--- src/rtl/axi4_wr_aux_gen_no_resp.sv ---
// AXI4 write-address generator: one descriptor -> one AW burst,
// then opens the W-path valve until the burst's wlast beat completes.
module axi4_wr_aux_gen_no_resp #(
  parameter int IDSIZE = 4,
  parameter int ASIZE  = 32,
  parameter int LSIZE  = 9,
  parameter int DSIZE  = 32
) (
  input  logic                          axi_aclk,
  input  logic                          axi_aresetn,
  input  logic [IDSIZE+ASIZE+LSIZE-1:0] id_add_len_in_tdata,
  input  logic                          id_add_len_in_tvalid,
  input  logic                          id_add_len_in_tlast,
  output logic                          id_add_len_in_tready,
  output logic [IDSIZE-1:0]             axi_awid,
  output logic [ASIZE-1:0]              axi_awaddr,
  output logic [LSIZE-1:0]              axi_awlen,
  output logic [2:0]                    axi_awsize,
  output logic [1:0]                    axi_awburst,
  output logic                          axi_awvalid,
  input  logic                          axi_awready,
  input  logic                          axi_wvalid,
  input  logic                          axi_wready,
  input  logic                          axi_wlast,
  output logic                          stream_en
);

  localparam int DW = IDSIZE + ASIZE + LSIZE;
  localparam logic [2:0] AWSIZE =
    3'($clog2(DSIZE / 8));

  typedef enum logic [1:0] {
    IDLE,
    ADDR,
    DATA
  } state_t;

  state_t state, state_n;

  logic tready_q;
  logic awvalid_q;
  logic stream_en_q;
  logic desc_hs;
  logic aw_hs;
  logic w_last_hs;
  logic unused_tlast;

  assign unused_tlast = id_add_len_in_tlast;

  assign desc_hs   = id_add_len_in_tvalid & tready_q;
  assign aw_hs     = awvalid_q & axi_awready;
  assign w_last_hs = axi_wvalid & axi_wready
                   & axi_wlast;

  always_comb begin
    state_n = state;
    unique case (state)
      IDLE: if (desc_hs) state_n = ADDR;
      ADDR: if (aw_hs) state_n = DATA;
      DATA: if (w_last_hs) state_n = IDLE;
      default: state_n = IDLE;
    endcase
  end

  // Outputs are flopped from next state so they
  // leave reset at 0 and come up glitch-free.
  always_ff @(posedge axi_aclk or negedge axi_aresetn) begin
    if (!axi_aresetn) begin
      state       <= IDLE;
      tready_q    <= 1'b0;
      awvalid_q   <= 1'b0;
      stream_en_q <= 1'b0;
      axi_awid    <= '0;
      axi_awaddr  <= '0;
      axi_awlen   <= '0;
    end else begin
      state       <= state_n;
      tready_q    <= (state_n == IDLE);
      awvalid_q   <= (state_n == ADDR);
      stream_en_q <= (state_n == DATA);
      if (desc_hs) begin
        axi_awid   <= id_add_len_in_tdata[DW-1 -: IDSIZE];
        axi_awaddr <= id_add_len_in_tdata[LSIZE +: ASIZE];
        axi_awlen  <= id_add_len_in_tdata[LSIZE-1:0];
      end
    end
  end

  assign id_add_len_in_tready = tready_q;
  assign axi_awvalid          = awvalid_q;
  assign stream_en            = stream_en_q;
  assign axi_awsize           = AWSIZE;
  assign axi_awburst          = 2'b01;

endmodule

--- config.mk ---
export PLATFORM = sky130hd
export DESIGN_NAME = axi4_wr_aux_gen_no_resp
export DESIGN_NICKNAME = d
export VERILOG_FILES = /design/src/rtl/axi4_wr_aux_gen_no_resp.sv
export SDC_FILE = /design/constraint.sdc
export NUM_CORES = 1
export LEC_CHECK = 0
export ABC_CLOCK_PERIOD_IN_PS = 1500
export CAP_MARGIN = 40
export CORE_MARGIN = 4
export CORE_UTILIZATION = 25
export DETAILED_ROUTE_END_ITERATION = 16
export PLACE_DENSITY = 0.63
export SLEW_MARGIN = 5
export SYNTH_ARGS = -nofsm -noshare
export SYNTH_HDL_FRONTEND = slang
export SYNTH_SLANG_ARGS = --single-unit
--- constraint.sdc ---
create_clock -name axi_aclk -period 1.5 [get_ports axi_aclk]
set_input_delay 0.3 -clock axi_aclk [delete_from_list [all_inputs] [get_ports axi_aclk]]
set_output_delay 0.3 -clock axi_aclk [all_outputs]
set_load 0.1 [all_outputs]
# Word-level counts from Yosys, hierarchy flattened
# Cells that the tools add are included.
# totals
in_bits,53
elab_cells,21
regBits,50
# classes
n_mux,4
n_eq_ne,4
n_reduce_logical,2
bitwise_logic,4
# op_table
op,count
$mux W2,3
$pmux W2 S3,1
$and A1 B1 Y1,4
$eq A2 B1 Y1 const B,2
$eq A2 B2 Y1 const B,2
$logic_not A2 Y1,2

# Longest topological paths before layout
# depth
depth_word,5
ltp_mapped,3
ltp_nobuf,2

# Worst setup path before layout
# OpenSTA, ideal clock, no wires.
# synth_timing
path_type,flip-flop to flip-flop
from,register tready_q (netlist: id_add_len_in_tready)
to,register axi_awaddr[0]
setup_ps,125
required_ps,1375
t_arrival_ps,1757
path_buffers,1
synth_period_minus_slack_ps,1882
stages_incl_launch_ff,4
setup_slack_ps,-382
cell_sequence,dfrtp_1 nand2_4 buf_12 mux2_4
# synth_between
elab_chain_cells,1
# synth_lines
element,line,text
"start, declared",40,logic tready_q;
"start signal, assigned",78,tready_q <= (state_n == IDLE);
$and A1 B1 Y1,50,assign desc_hs = id_add_len_in_tvalid & tready_q;
"end signal, assigned",83,axi_awaddr <= id_add_len_in_tdata[LSIZE +: ASIZE];
"end, declared",16,"output logic [ASIZE-1:0] axi_awaddr,"
# Every way passes these cells.
# A chain may end at the register's enable or synchronous reset.

# Final worst setup path
# layout_timing
from,register tready_q (netlist: id_add_len_in_tready)
to,register axi_awaddr[24]
# The elaborated chain is that of the path after synthesis.

==> results.toml <==
[die]
dieArea_sq_mm = 0.0100
die_y_um = 100
ios = 106
start_util_pct = 25.7
die_x_um = 100
rows = 33
core_area_sq_mm = 0.00826

[setup_path]
crit_fanout = 13
end_kind = "flip-flop"
crit_arrival_ns = 1.51
reg2reg_depth = 3
crit_required_ns = 1.69
start_kind = "flip-flop"
path_class = "reg -> reg"

[synthesis]
synthCells = 118
yosys_warnings = 0
synth.area.top_cells = "dfrtp_1, mux2_4, buf_12"
synth_top_area_share_pct = 58.9
synth_seq_cells = 50
netlist_area_sq_mm = 0.00212
post_synth.cell_area_avg_sq_um = 18.0
post-synth-top-area-cell = "dfrtp_1"
ys_seq_area_share_pct = 58.9
netlist-cell-type-count = 16

[placement]
port_buffers = 99
dp_hpwl_um = 3750
gp_congestion = 0.817

[clock_network]
cts.repair.resized = 0
root_buffer = "clkbuf_8"
cts-htree-levels = 2
cts.hold.buffers_added = 1
cts_tree = "done"
post_cts_buffers = 0
cts.sinks = 50
clock_path_buffers = 2
cts_buffers = 5
clk_pin_slew_ns = 0.09
worstSkewPairLatency_ns = 0.30

[flow_run]
cap_violations = 0

[global_route]
grt_overflow = 0
use_met3_pct = 3.41
grt_use_met2_pct = 16.4
antenna_found_initial = 0
grt_pass1_wl_um = 7800
track_usage_pct = 10.0
grt_max_degree = 27
grt_pass1_vias = 1452
met1_usage_pct = 12.6
busiest_layer = "met2"

[route]
first_pass_iters = 3
drt-initial-drc-count = 36
viasPerCell = 3.98
antenna_left = 0
dr_total_vias = 1317
drt_wl_total_um = 4870
drc_errors = 0
wl_per_cell_um = 14.7

[cells_and_area]
multi_input_area_sq_um = 763
seq_area_sq_mm = 0.00125
area_growth_pct = 80.0
layout-drive-gt1-share_pct = 50.0
final_nets = 278
fill_cells = 735
num_antenna_cells = 0

[timing]
rsz0062_at_grt = "no"
min_period_over_period_pct = 87.6
finClkSkew_ns = 0.00509
clock.fmax_ghz = 0.761
setup_viol_count_final = 0
whs_ns = 0.538
final_max_slew_viol_count = 0
period_needed_ns = 1.31
finalHoldViolations = 0

[hold_path]
hold_path_class = "in -> async"

[outcome]
status = "completed"
## logic make-up (layout without fill, tap and decap cells)
group / count (synthesis) / after routing / share of synthesized area [%]
AOI/OAI and AO/OA: 6 / 6 / 2.06
buffers and inverters: 10 / 115 / 5.71
DFF: 50 / 50 / 58.9
muxes: 47 / 47 / 31.9
other: 2 / 5 / 0.353
and+or+nand+nor: 3 / 3 / 1.12
## metal layers
metal | wire length [um] | part of all wire, % | vias up
met5 | 0 | 0 | -
met4 | 34 | 0.70 | 0
met3 | 349 | 7.2 | 4
met2 | 2480 | 51 | 51
met1 | 2010 | 41 | 651
li1 | - | - | 611
## registers in the layout, summed over array words and instances (netlist names)
| register | flops |
|---|---|
| axi_awlen | 9 |
| id_add_len_in_tready | 1 |
| axi_awaddr | 32 |
| axi_awid | 4 |
| state | 2 |
| axi_awvalid | 1 |
| stream_en | 1 |
## final cells by class
cell class	instances	area share, %
Timing Repair Buffer	107	41.0
Sequential cell	50	32.8
Multi-Input combinational cell	61	20.0
Tap cell	105	3.43
Clock buffer	5	1.80
Clock inverter	3	1.05
## through the flow
| stage | setup WS (ns) | util [%] | area, sq um | std cells | TNS, ns |
|---|---|---|---|---|---|
| 2_1_floorplan | 0.0987 | - | 2140 | 121 | 0 |
| 3_3_place_gp | -0.126 | 44.9 | 3710 | 322 | -4.13 |
| 3_5_place_dp | -0.117 | 44.9 | 3710 | 322 | -3.66 |
| 4_1_cts | 0.173 | 46.3 | 3820 | 331 | 0 |
| 5_1_grt | 0.138 | 46.3 | 3820 | 331 | 0 |
| 6_report | 0.187 | 46.3 | 3820 | 331 | 0 |
## worst paths after layout
kind                                                start                        endpoint  slack, ns
setup reg to reg           id_add_len_in_tready$_DFF_PN0_      axi_awaddr[24]$_DFFE_PN0P_       0.19
max in group asynchronous                     axi_aresetn  id_add_len_in_tready$_DFF_PN0_       0.68
min in group axi_aclk            axi_awlen[8]$_DFFE_PN0P_        axi_awlen[8]$_DFFE_PN0P_       0.58
hold reg to reg                  axi_awlen[8]$_DFFE_PN0P_        axi_awlen[8]$_DFFE_PN0P_       0.58
hold / removal                                axi_aresetn      axi_awaddr[29]$_DFFE_PN0P_       0.54
setup / recovery           id_add_len_in_tready$_DFF_PN0_      axi_awaddr[24]$_DFFE_PN0P_       0.19
## critical path, stage by stage, from the launching register on
cell	delay, ns
dfrtp_4	0.53
nand2_4	0.15
buf_12	0.18
mux2_2	0.34
## synthesized netlist by cell type
library cell,n
buf_4,5
buf_12,4
nand2_4,1
mux2_2,5
a21oi_1,2
a21bo_2,1
mux2i_1,2
mux2_4,40
dfrtp_1,50
a211oi_1,1
nand3_1,1
nand3b_1,1
conb_1,2
clkbuf_1,1
a21o_1,1
a31o_2,1
## placed cells by master, fill, tap and decap left out
cell type        instances
a211oi_1                 1
a21bo_2                  1
a21o_1                   1
a21oi_1                  2
a31o_2                   1
buf_12                  51
buf_2                    1
buf_4                    4
bufinv_16                1
clkbuf_8                 5
clkdlybuf4s50_1         50
clkinv_2                 2
conb_1                   5
dfrtp_1                 49
dfrtp_4                  1
dlygate4sd3_1            1
mux2_2                   5
mux2_4                  40
mux2i_1                  2
nand2_4                  1
nand3_1                  1
nand3b_1                 1
Power is not shown: default switching activity piles up to over one toggle a cycle in this logic, so the estimate is an artifact.
